<file path="config.mk">
export PLATFORM = sky130hd
export DESIGN_NAME = write_once_reg_bank
export DESIGN_NICKNAME = d
export VERILOG_FILES = /design/src/rtl/write_once_pkg.sv /design/src/rtl/write_once_unlock_fsm.sv /design/src/rtl/write_once_reg_bank.sv
export SDC_FILE = /design/constraint.sdc
export NUM_CORES = 1
export LEC_CHECK = 0
export BUFFER_PORTS_ARGS = -buffer_cell sky130_fd_sc_hd__buf_2
export CORE_MARGIN = 1
export CORE_UTILIZATION = 40
export DETAILED_ROUTE_END_ITERATION = 10
export GPL_TIMING_DRIVEN = 0
export MAX_ROUTING_LAYER = met4
export PLACE_DENSITY = 0.66
export SYNTH_ARGS = -nofsm -noshare
export SYNTH_HDL_FRONTEND = slang
export SYNTH_SLANG_ARGS = --single-unit
</file>
<file path="constraint.sdc">
create_clock -name Clk -period 2.5 [get_ports Clk]
set_input_delay 0 -clock Clk [delete_from_list [all_inputs] [get_ports Clk]]
set_output_delay 0 -clock Clk [all_outputs]
set_load 0.01 [all_outputs]
</file>
<file path="src/rtl/write_once_pkg.sv">
// Shared types and default unlock keys for the write-once configuration bank.
package write_once_pkg;

    typedef enum logic {
        ST_IDLE  = 1'b0,
        ST_ARMED = 1'b1
    } unlock_state_e;

    localparam logic [15:0] DEF_KEY1 = 16'hA5A5;
    localparam logic [15:0] DEF_KEY2 = 16'h5A5A;

endpackage

</file>
<file path="src/rtl/write_once_unlock_fsm.sv">
// Two-key unlock sequencer: KEY1 arms, KEY2 within the timeout window fires a
// single-cycle unlock strobe that the bank consumes at the same clock edge.
module write_once_unlock_fsm
    import write_once_pkg::*;
#(
    parameter int               WIDTH          = 16,
    parameter logic [WIDTH-1:0] KEY1           = WIDTH'(DEF_KEY1),
    parameter logic [WIDTH-1:0] KEY2           = WIDTH'(DEF_KEY2),
    parameter int               UNLOCK_TIMEOUT = 8
) (
    input  logic             clk_i,
    input  logic             rst_i,
    input  logic             key_valid_i,
    input  logic [WIDTH-1:0] key_i,
    output logic             unlock_o
);

    localparam int TMR_W = (UNLOCK_TIMEOUT > 2) ? $clog2(UNLOCK_TIMEOUT) : 1;
    localparam logic [TMR_W-1:0] TMR_LAST = TMR_W'(UNLOCK_TIMEOUT - 1);

    unlock_state_e    state_q, state_d;
    logic [TMR_W-1:0] timer_q, timer_d;
    logic             unlock_s;

    // State and timer registers.
    always_ff @(posedge clk_i) begin
        if (rst_i) begin
            state_q <= ST_IDLE;
            timer_q <= '0;
        end else begin
            state_q <= state_d;
            timer_q <= timer_d;
        end
    end

    // Next state; a key strobe in ARMED is decided before the timeout so KEY2 on the last cycle wins.
    always_comb begin
        state_d  = state_q;
        timer_d  = timer_q;
        unlock_s = 1'b0;
        case (state_q)
            ST_IDLE: begin
                if (key_valid_i && (key_i == KEY1)) begin
                    state_d = ST_ARMED;
                    timer_d = '0;
                end else begin
                    state_d = ST_IDLE;
                end
            end
            ST_ARMED: begin
                if (key_valid_i) begin
                    unlock_s = (key_i == KEY2);
                    state_d  = ST_IDLE;
                    timer_d  = '0;
                end else if (timer_q == TMR_LAST) begin
                    state_d = ST_IDLE;
                    timer_d = '0;
                end else begin
                    timer_d = timer_q + TMR_W'(1);
                end
            end
            default: begin
                state_d = ST_IDLE;
                timer_d = '0;
            end
        endcase
    end

    assign unlock_o = unlock_s;

endmodule

</file>
<file path="src/rtl/write_once_reg_bank.sv">
// Tamper-resistant configuration store: each register takes one write after
// reset or unlock; rejected writes are flagged and counted (saturating).
module write_once_reg_bank
    import write_once_pkg::*;
#(
    parameter int               WIDTH          = 16,
    parameter int               NUM_REGS       = 4,
    parameter int               ADDR_W         = 2,
    parameter logic [WIDTH-1:0] RESET_VAL      = '0,
    parameter logic [WIDTH-1:0] KEY1           = WIDTH'(DEF_KEY1),
    parameter logic [WIDTH-1:0] KEY2           = WIDTH'(DEF_KEY2),
    parameter int               UNLOCK_TIMEOUT = 8,
    parameter int               ERR_CNT_W      = 8
) (
    input  logic                      Clk,
    input  logic                      ip_reset,
    input  logic                      write,
    input  logic [ADDR_W-1:0]         addr,
    input  logic [WIDTH-1:0]          wdata,
    input  logic                      key_valid,
    input  logic [WIDTH-1:0]          key,
    output logic [NUM_REGS*WIDTH-1:0] Data_out,
    output logic [NUM_REGS-1:0]       lock_status,
    output logic                      wr_err,
    output logic [ERR_CNT_W-1:0]      err_count,
    output logic                      unlock_done
);

    logic [NUM_REGS-1:0][WIDTH-1:0] data_q, data_d;
    logic [NUM_REGS-1:0]            lock_q, lock_d;
    logic [NUM_REGS-1:0]            lock_clr_s;
    logic [NUM_REGS-1:0]            hit_s;
    logic [ERR_CNT_W-1:0]           err_q, err_d;
    logic                           wr_err_q;
    logic                           unlock_done_q;
    logic                           unlock_s;
    logic                           accept_s;
    logic                           reject_s;

    write_once_unlock_fsm #(
        .WIDTH          (WIDTH),
        .KEY1           (KEY1),
        .KEY2           (KEY2),
        .UNLOCK_TIMEOUT (UNLOCK_TIMEOUT)
    ) u_unlock_fsm (
        .clk_i       (Clk),
        .rst_i       (ip_reset),
        .key_valid_i (key_valid),
        .key_i       (key),
        .unlock_o    (unlock_s)
    );

    // Unlock clears the locks first so a same-cycle write is judged against the cleared state.
    always_comb begin
        lock_clr_s = unlock_s ? '0 : lock_q;
        hit_s      = '0;
        data_d     = data_q;
        for (int i = 0; i < NUM_REGS; i++) begin
            hit_s[i] = write && (addr == ADDR_W'(i));
            if (hit_s[i] && !lock_clr_s[i]) begin
                data_d[i] = wdata;
            end else begin
                data_d[i] = data_q[i];
            end
        end
        accept_s = |(hit_s & ~lock_clr_s);
        reject_s = write && !accept_s;
        lock_d   = lock_clr_s | hit_s;
        if (reject_s && (err_q != '1)) begin
            err_d = err_q + ERR_CNT_W'(1);
        end else begin
            err_d = err_q;
        end
    end

    // Bank state and registered status outputs.
    always_ff @(posedge Clk) begin
        if (ip_reset) begin
            data_q        <= {NUM_REGS{RESET_VAL}};
            lock_q        <= '0;
            err_q         <= '0;
            wr_err_q      <= 1'b0;
            unlock_done_q <= 1'b0;
        end else begin
            data_q        <= data_d;
            lock_q        <= lock_d;
            err_q         <= err_d;
            wr_err_q      <= reject_s;
            unlock_done_q <= unlock_s;
        end
    end

    assign Data_out    = data_q;
    assign lock_status = lock_q;
    assign wr_err      = wr_err_q;
    assign err_count   = err_q;
    assign unlock_done = unlock_done_q;

endmodule

</file>
### After elaboration in Yosys (flattened, before gate mapping)

Index checks and enable logic that the tools add are counted.

* add/subtract/negate cells: 2
* reduce and logical (&&, ||, !) cells: 18
* equality and inequality tests: 8
* bitwise gates (word level): 4
* mux-type cells: 11

Operators by type and width (count)
* $eq 16x15->1 const B: 1
* $eq 16x16->1 const B: 1
* $logic_and 1x1->1: 11
* $mux 3: 3
* $add 8x1->8 const B: 1
* $ne 8x8->1 const B: 1
* $pmux 3 s2: 1
* $logic_not 1->1: 5
* $mux 1: 5
* $and 4x4->4: 1
* $eq 2x2->1 const B: 2
* $mux 4: 1
* $not 4->4: 1
* $or 4x4->4: 1
* $reduce_or 4->1: 1
* $add 3x1->3 const B: 1
* $eq 3x3->1 const B: 1
* $eq 2x1->1 const B: 1
* $logic_not 2->1: 1
* $ne 2x1->1 const B: 1
* $pmux 1 s2: 1
* $not 1->1: 1

* bits of input ports: 38
* word-level logic and storage cells: 53
* register bits after elaboration: 82

### Longest topological paths before layout

Gate-level depths: netlist of the first run.

* word-level depth: 10
* mapped depth: 7

### Cells and area by module

From an unflattened synthesis of the first run, not the netlist that was laid out.

* cell total of the unflattened synthesis: 335
* area, all modules: 3161.8 sq um

Modules (own cells, without submodules)
* write_once_reg_bank: area an instance 2884.0 sq um, instances 1, sequential area each 1561.5 sq um, cells each 301
* write_once_unlock_fsm: area an instance 277.8 sq um, instances 1, sequential area each 80.1 sq um, cells each 34

### Worst setup path before layout of the first run

Ideal clock, no wire load.

* path kind: flip-flop to flip-flop
* from: register lock_q[1], in the netlist lock_status[1]
* to: register err_q[5], in the netlist err_count[5]
* clock period less this slack: 1.674 ns
* data required time: 2.379 ns
* stages on the path, launching flop included: 6
* arrival: 1.554 ns
* path buffers: 0
* slack: 0.826 ns
* cells stage by stage: dfxtp_1 -> mux4_2 -> nand2_1 -> a21oi_1 -> and3_1 -> mux2_2

* longest elaborated chain between the ends: 7

RTL lines
* start: declaration: RTL line write_once_reg_bank.sv:30 `logic [NUM_REGS-1:0] lock_q, lock_d;`
* start signal: assignment: RTL line write_once_reg_bank.sv:86 `lock_q <= lock_d;`
* $mux 4: RTL line write_once_reg_bank.sv:55 `lock_clr_s = unlock_s ? '0 : lock_q;`
* $not 4->4: RTL line write_once_reg_bank.sv:66 `accept_s = |(hit_s & ~lock_clr_s);`
* $and 4x4->4: RTL line write_once_reg_bank.sv:66
* $reduce_or 4->1: RTL line write_once_reg_bank.sv:66
* $logic_not 1->1: RTL line write_once_reg_bank.sv:67 `reject_s = write && !accept_s;`
* $logic_and 1x1->1: RTL line write_once_reg_bank.sv:67
* $logic_and 1x1->1: RTL line write_once_reg_bank.sv:69 `if (reject_s && (err_q != '1)) begin`
* end signal: assignment: RTL line write_once_reg_bank.sv:87 `err_q <= err_d;`
* end: declaration: RTL line write_once_reg_bank.sv:33 `logic [ERR_CNT_W-1:0] err_q, err_d;`

No other way between the ends.
A chain may end at the register's enable or synchronous reset.

### Final worst setup path of the first run

* from: register lock_q[0], in the netlist lock_status[0]
* to: register err_q[5], in the netlist err_count[5]

The elaborated chain is that of the path after synthesis.

==> results of run 1 <==
==> cell type report <==
class,count,area share (%)
inverters,2,0.165
multi-input cells,289,36.5
plain buffers,30,3.95
repair buffers,132,16.3
clock inverters,5,1.21
flip-flops and latches,82,36.0
clock buffers,10,3.02
well taps,105,2.88
==> kinds of logic after synthesis <==
group / count (synthesis) / synth area share [%]
flip-flops: 82 / 47.0
adder cells (fa/ha/maj): 3 / 1.07
AND/OR/NAND/NOR: 126 / 20.0
multiplexers: 3 / 1.29
AO/OA/AOI/OAI: 157 / 25.3
buffers and inverters: 32 / 5.37
==> final timing paths <==
check / from / end / cells past startpoint
setup / recovery: lock_status[0] / err_count[5] / 5
hold / removal: ip_reset / err_count[4] / 3
setup reg to reg: lock_status[0] / err_count[5] / 5
hold reg to reg: u_unlock_fsm.timer_q[1] / u_unlock_fsm.timer_q[1] / 2
==> routing by layer <==
layer / wire length [µm] / GRT usage [%] / vias to the layer above
met1: 4890 / 33.1 / 1675
met4: 240 / 9.33 / 0
met2: 4830 / 36.8 / 131
met3: 746 / 4.78 / 16
li1: - / - / 1758
met5: 0 / - / -
==> cell usage after synthesis <==
library cell	count	area, µm²
sky130_fd_sc_hd__o21a_4	4	60.1
sky130_fd_sc_hd__and2_1	2	12.5
sky130_fd_sc_hd__mux4_2	1	22.5
sky130_fd_sc_hd__nor2_1	8	30.0
sky130_fd_sc_hd__a21o_1	1	7.51
sky130_fd_sc_hd__o21ai_1	21	105
sky130_fd_sc_hd__o21a_1	1	7.51
sky130_fd_sc_hd__ha_1	3	37.5
sky130_fd_sc_hd__nand4_1	3	18.8
sky130_fd_sc_hd__nand2_1	8	30.0
sky130_fd_sc_hd__nor3_1	3	15.0
sky130_fd_sc_hd__buf_1	3	11.3
sky130_fd_sc_hd__a31oi_1	1	6.26
sky130_fd_sc_hd__buf_6	9	101
sky130_fd_sc_hd__mux2_2	2	22.5
sky130_fd_sc_hd__nor4_1	1	6.26
sky130_fd_sc_hd__a311oi_1	1	8.76
sky130_fd_sc_hd__nand3b_1	2	15.0
sky130_fd_sc_hd__nand3_1	68	340
sky130_fd_sc_hd__nand2_2	1	6.26
sky130_fd_sc_hd__or3_1	4	25.0
sky130_fd_sc_hd__nor4bb_1	3	30.0
sky130_fd_sc_hd__o21ai_4	4	65.1
sky130_fd_sc_hd__dfxtp_1	82	1640
sky130_fd_sc_hd__o21ai_0	46	230
sky130_fd_sc_hd__or2_1	2	12.5
sky130_fd_sc_hd__nand2b_1	1	6.26
sky130_fd_sc_hd__and3_1	8	50.1
sky130_fd_sc_hd__a31o_2	1	8.76
sky130_fd_sc_hd__a21oi_1	77	385
sky130_fd_sc_hd__nor4b_1	1	8.76
sky130_fd_sc_hd__and4bb_2	1	12.5
sky130_fd_sc_hd__clkbuf_1	18	67.6
sky130_fd_sc_hd__and3b_1	1	8.76
sky130_fd_sc_hd__inv_1	2	7.51
sky130_fd_sc_hd__nor2b_1	5	31.3
sky130_fd_sc_hd__nand4bb_1	1	11.3
sky130_fd_sc_hd__nand4b_1	3	26.3
==> stage by stage <==
| step | cell area [µm²] | utilization (%) | power [mW] | hold WS (ns) |
|---|---|---|---|---|
| 2_1_floorplan | 3490 | - | 1.55 | 0.148 |
| 3_3_place_gp | 4200 | 50.4 | 1.69 | 0.313 |
| 3_5_place_dp | 4200 | 50.4 | 1.69 | 0.321 |
| 4_1_cts | 4560 | 54.7 | 2.66 | 0.0228 |
| 5_1_grt | 4560 | 54.7 | 2.76 | 0.0280 |
| 6_report | 4560 | 54.7 | 2.65 | 0.0288 |
==> what timing repair did <==
action	CTS	global route
gates resized for setup	0	0
hold endpoints to repair	66	0
hold buffers	17	0
setup buffers	0	0
==> report_power, final <==
part           internal, mW  switching [mW]
clock network         0.480           0.478
registers              1.34          0.0243
logic                 0.130           0.191
==> flip-flops by register name, summed over array words and instances, names as in the netlist <==
signal and count:
lock_status 4, unlock_done 1, err_count 8, u_unlock_fsm.state_q 1
Data_out 64, u_unlock_fsm.timer_q 3, wr_err 1
==> worst min-delay path, cell delays in order <==
cell and delay [ns]:
sky130_fd_sc_hd__buf_2 0.10, sky130_fd_sc_hd__nor2b_1 0.10, sky130_fd_sc_hd__mux2_2 0.15
==> results.md, run 1 <==
| Group | Item | Reported |
|---|---|---|
| status | Run status | complete, no violations |
| final layout | Most common cell after layout, fill and taps aside | sky130_fd_sc_hd__buf_2 |
| route | Routed WL per cell | 16.3 µm |
| setup path | CP top delay family | multiplexers |
| placement | Total instance count after detailed placement | 623 |
| cts | TritonCTS sink count | 82 |
| timing | Unrepaired setup endpoints after global routing | false |
| cts | CTS H-tree lvls | 3 |
| route | Detailed-route wire length | 10700 µm |
| setup path | CP cell instances | mux4_2 > nand2_1 > a21oi_1 > and3_1 > mux2_2 |
| timing | Clock Skews | 0.00768 ns |
| setup path | Critical Path End Type | flip-flop |
| route | Detailed Route Iter0 Violations | 240 |
| floorplanning | Die W | 95.5 µm |
| setup path | Critical Path Fanout Max | 6 |
| yosys | Combined area of all synthesized cells | 3490 µm² |
| timing | Setup violations, final | 0 |
| floorplanning | Height of the die | 95.5 µm |
| yosys | Syn Nets | 444 |
| yosys | Post-Syn Instances | 403 |
| setup path | Worst path bufs/invs | 0 |
| global route | Wire length of the first global-routing pass | 16400 µm |
| floorplanning | Effective utilization at floorplan | 41.9% |
| final layout | Total inserted antenna cells | 0 |
| timing | Worst slew slack as a fraction of its limit | 62.9% |
| route | Total via count in the routed design | 3580 |
| cts | Insertion delay of the later-clocked pin in the worst-skew pair | 0.35 ns |
| route | Routed Antenna Nets | 0 |
| placement | Final weighted congestion of routability-driven global placement | 0.845 |
| global route | Antenna violations before repair | 0 |
| final layout | Number of filler instances in the final layout | 785 |
| run | Number of maximum-capacitance violations | 0 |
| final layout | Commonest non-fill, non-tap cells in the layout | sky130_fd_sc_hd__buf_2, sky130_fd_sc_hd__dfxtp_1, sky130_fd_sc_hd__a21oi_1 |
| timing | Setup WS post-layout | 0.555 ns |
| cts | TritonCTS Buffers | 9 |
| global route | Largest net degree at the start of global routing | 14 |
| final layout | Combined area of the multi-input logic cells | 1660 µm² |
| setup path | Required time of the critical path | 2.74 ns |
| setup path | Worst path max stage delay | 0.51 ns |
| placement | Number of input and output port buffers inserted | 115 |
| cts | TritonCTS clock tree | done |
| pwr | Peak ir drop on the vdd network | 320 µV |
| timing | Total count of max-transition violations in the final report | 0 |
| pwr | Leak pwr | 1.88 nW |
| final layout | Final net count | 587 |
| floorplanning | Top-level port count | 116 |
| timing | Highest Clock Rate | 514 MHz |
| placement | Placed wire-length estimate after detailed placement | 7430 µm |
| setup path | Start-to-end type of the worst setup path | reg2reg |
| final layout | Post-layout instance count excluding filler cells | 655 |
| worst hold path | Worst min-delay path category | in2reg |
| timing | Tightest Pin Transition | 0.557 ns |
| yosys | Ys Warns | 0 |
| route | Count of TritonRoute iterations in the first routing pass | 4 |
| final layout | Register area | 1640 µm² |
| global route | Vias in the first global route | 3255 |
| setup path | Cell type of the slowest stage on the worst timing path | sky130_fd_sc_hd__dfxtp_1 |
| route | Residual DRC | 0 |
| timing | Minimum clock period after layout | 1.94 ns |
| cts | Maximum clock insertion buffer count | 2 |
| floorplanning | Number of core rows | 33 |
| final layout | Area growth, synth to finish | 30.6% |
| cts | Clock edge transition at the registers on the reported setup and hold paths | 0.08 ns |
| yosys | Count of unique library cells instantiated by Yosys | 38 |
| route | Via density per instance | 5.47 |
| setup path | Reg2Reg Setup Slack | 0.56 ns |
| yosys | Post-synthesis register bit count | 82 |
| final layout | Fraction of final layout cells with drive strength greater than 1 | 27.8% |
| setup path | Startpoint class of the critical path | flip-flop |
| timing | Share of the cycle needed by the critical path after routing | 77.8% |
| yosys | Proportion of synthesized chip area in sequential cells | 47.0% |
| floorplanning | Core region area | 8340 µm² |
| setup path | Data arrival at the endpoint of the critical path | 2.19 ns |
| timing | Total Negative Setup Slacks | 0 ns |
| yosys | Mean Syn Cell Area | 8.67 µm² |
| pwr | Power per cell area | 580 nW/µm² |
| timing | Final-report hold violation count | 0 |
| global route | Residual overflow from global routing | 0 |
| placement | Setup WS pre-CTS | 0.601 ns |
| cts | CTS Root Buffer Type | sky130_fd_sc_hd__clkbuf_8 |
| floorplanning | Die area | 9110 µm² |
| global route | GRT Overall Usage | 24.7% |
(Power assumes the default switching activity.)
==> run 2: changes to the inputs <==
==> constraint.sdc (replaced) <==
create_clock -name Clk -period 1.9 [get_ports Clk]
set_input_delay 0 -clock Clk [delete_from_list [all_inputs] [get_ports Clk]]
set_output_delay 0 -clock Clk [all_outputs]
set_load 0.01 [all_outputs]
==> run 2 against run 1 <==
Against the previous run: utilization up 0.15 points; worst hold slack worse by 0.0014 ns; final area up 0.27%; critical path depth unchanged; sequential cell count unchanged; non-clock buffer count up 1; sequential share of layout area down 0.071 points; setup slack worse by 0.51 ns; count of clock-buffer cells in the layout unchanged; first-iteration DRC count down 9.6%; clock skew up 0.0029 ns; die area unchanged.
==> results.md, run 2 (synthesis gave the netlist of run 1 again) <==
| Group | Item | Reported | Change |
|---|---|---|---|
| timing | Setup violations, final | 0 | unchanged |
| pwr | Power per cell area | 762 nW/µm² | +31% |
| global route | Largest net degree at the start of global routing | 14 | unchanged |
| timing | Clock Skews | 0.0105 ns | +0.00286 ns |
| cts | TritonCTS Buffers | 9 | unchanged |
| final layout | Flip-flop count of the largest register, all copies and words added | 64 | unchanged |
| setup path | Worst path max stage delay | 0.51 ns | about the same |
| route | Detailed Route Iter0 Violations | 217 | -9.6% |
| floorplanning | Die W | 95.5 µm | unchanged |
| final layout | Fraction of final layout cells with drive strength greater than 1 | 28.3% | +0.49 points |
| setup path | CP top delay family | multiplexers |  |
| setup path | Number of cells on the worst reg-to-reg path | 5 | unchanged |
| floorplanning | Number of core rows | 33 | unchanged |
| setup path | Destination of the critical timing path | err_count[4] |  |
| run | Number of maximum-capacitance violations | 0 | unchanged |
| final layout | Total inserted antenna cells | 0 | unchanged |
| cts | Insertion delay of the later-clocked pin in the worst-skew pair | 0.36 ns | about the same |
| pwr | Peak ir drop on the vdd network | 422 µV | +32% |
| final layout | Area growth, synth to finish | 31.0% |  |
| setup path | Start-to-end type of the worst setup path | reg2reg |  |
| global route | Wire length of the first global-routing pass | 16400 µm | unchanged |
| setup path | Critical Path End Type | flip-flop |  |
| cts | CTS H-tree lvls | 3 | unchanged |
| timing | Total count of max-transition violations in the final report | 0 | unchanged |
| placement | Final weighted congestion of routability-driven global placement | 0.845 | unchanged |
| setup path | Critical Path Source | lock_status[0] |  |
| route | Routed WL per cell | 16.2 µm | -0.72% |
| setup path | Critical R2R Capture | err_count[4] |  |
| setup path | Required time of the critical path | 2.15 ns | -0.59 ns |
| floorplanning | Core region area | 8340 µm² | unchanged |
| timing | Unrepaired setup endpoints after global routing | false |  |
| cts | Maximum clock insertion buffer count | 2 | unchanged |
| cts | Clock edge transition at the registers on the reported setup and hold paths | 0.08 ns | about the same |
| floorplanning | Effective utilization at floorplan | 41.9% | unchanged |
| placement | Number of input and output port buffers inserted | 115 | unchanged |
| setup path | Data arrival at the endpoint of the critical path | 2.10 ns | -0.09 ns |
| timing | Smallest hold slack | 0.0274 ns | -0.00144 ns |
| status | Run status | complete, no violations |  |
| final layout | Most common cell after layout, fill and taps aside | sky130_fd_sc_hd__buf_2 |  |
| final layout | Commonest non-fill, non-tap cells in the layout | sky130_fd_sc_hd__buf_2, sky130_fd_sc_hd__dfxtp_1, sky130_fd_sc_hd__a21oi_1 |  |
| route | Detailed-route wire length | 10600 µm | -0.57% |
| global route | GRT Overall Usage | 24.7% | unchanged |
| floorplanning | Height of the die | 95.5 µm | unchanged |
| route | Count of TritonRoute iterations in the first routing pass | 5 | +1 |
| timing | Final-report hold violation count | 0 | unchanged |
| global route | Residual overflow from global routing | 0 | unchanged |
| floorplanning | Die area | 9110 µm² | unchanged |
| global route | Antenna violations before repair | 0 | unchanged |
| setup path | Number of logic stages on the critical path including buffering | 5 | unchanged |
| route | Routed Antenna Nets | 0 | unchanged |
| timing | Tightest Pin Transition | 0.560 ns | +0.00332 ns |
| cts | CTS Root Buffer Type | sky130_fd_sc_hd__clkbuf_8 |  |
| final layout | Final instance area | 4580 µm² | +0.27% |
| setup path | Startpoint class of the critical path | flip-flop |  |
| timing | Highest Clock Rate | 540 MHz | +5.1% |
| timing | Minimum clock period after layout | 1.85 ns | -0.0935 ns |
| timing | Share of the cycle needed by the critical path after routing | 97.4% | +20 points |
| cts | TritonCTS sink count | 82 | unchanged |
| route | Via density per instance | 5.46 | about the same |
| floorplanning | Top-level port count | 116 | unchanged |
| setup path | Cell type of the slowest stage on the worst timing path | sky130_fd_sc_hd__dfxtp_1 |  |
| setup path | Critical R2R Launch | lock_status[0] |  |
| pwr | Leak pwr | 1.89 nW | +0.23% |
| route | Total via count in the routed design | 3585 | +0.14% |
| placement | Placed wire-length estimate after detailed placement | 7430 µm | unchanged |
| setup path | Reg2Reg Setup Slack | 0.05 ns | -0.51 ns |
| timing | Total Negative Setup Slacks | 0 ns | unchanged |
| final layout | Number of filler instances in the final layout | 785 | unchanged |
| setup path | CP cell instances | mux4_2 > nand2_1 > a21o_1 > nor3_1 > mux2_2 |  |
| cts | TritonCTS clock tree | done |  |
| route | Residual DRC | 0 | unchanged |
| setup path | Worst path bufs/invs | 0 | unchanged |
| placement | Area after detailed placement | 4200 µm² | unchanged |
| setup path | Critical Path Fanout Max | 8 | +2 |
| final layout | Final net count | 588 | +0.17% |
| timing | Worst slew slack as a fraction of its limit | 62.7% | -0.22 points |
| worst hold path | Worst min-delay path category | in2reg |  |
| global route | Vias in the first global route | 3256 | +0.031% |
-- run 2: cell count changes in the layout (fill, tap and decap cells not counted) --
cell	change
sky130_fd_sc_hd__o21ai_0	-3
sky130_fd_sc_hd__o21ai_1	+3
sky130_fd_sc_hd__a21oi_1	-1
sky130_fd_sc_hd__a21oi_2	+1
sky130_fd_sc_hd__buf_4	+1
sky130_fd_sc_hd__dfxtp_1	-1
sky130_fd_sc_hd__dfxtp_2	+1
-- run 2: power breakdown --
group,switching [mW],internal (mW)
Combinational,0.251,0.173
Sequential,0.0318,1.77
Clock,0.632,0.631
-- run 2: area by class of cell --
class / count / area (µm²) / area share (%)
sequential: 82 / 1640 / 35.9
clock buffer: 10 / 138 / 3.01
buffer: 30 / 180 / 3.94
timing repair buffer: 133 / 753 / 16.5
multi-input combinational: 289 / 1670 / 36.5
tap: 105 / 131 / 2.87
inverter: 2 / 7.51 / 0.164
clock inverter: 5 / 55.1 / 1.20
-- run 2: worst min-delay path by stage --
stage                  start           end  slack (ns)  cells past startpoint
detailed placement  wdata[1]  Data_out[33]        0.32                      3
global placement    wdata[1]  Data_out[33]        0.31                      3
finish              ip_reset  err_count[4]        0.03                      3
floorplan           wdata[0]   Data_out[0]        0.15                      2
global route        ip_reset  err_count[4]        0.03                      3
CTS                 ip_reset  err_count[4]        0.02                      3
-- run 2: tightest hold or removal path: cells and delay by family --
kind                   cells  cell delay (ns)
muxes                      1             0.15
buffers and inverters      1             0.10
and+or+nand+nor            1             0.10
-- run 2: metal layers --
layer / track usage (%) / wire length (µm) / vias to the layer above
li1: - / - / 1762
met1: 33.1 / 4980 / 1668
met2: 36.8 / 4740 / 135
met3: 4.78 / 660 / 20
met4: 9.33 / 259 / 0
met5: - / 0 / -
-- run 2: through the flow --
stage                     setup slack (ns)  util [%]  cells  power [mW]
after floorplan                      0.226         -    403        2.05
after global placement              0.0338      50.4    623        2.22
after detailed placement          0.000792      50.4    623        2.23
after CTS                           0.0289      54.8    655        3.50
after global routing               0.00455      54.9    656        3.64
final                               0.0486      54.9    656        3.49
-- run 2: what timing repair did --
action / in CTS / in global routing
pin swaps: 0 / 1
hold buffers: 17 / 0
setup buffers: 0 / 1
gates resized for setup: 1 / 4
endpoints found under the hold margin: 66 / 0
endpoints found under the setup margin: 1 / 31
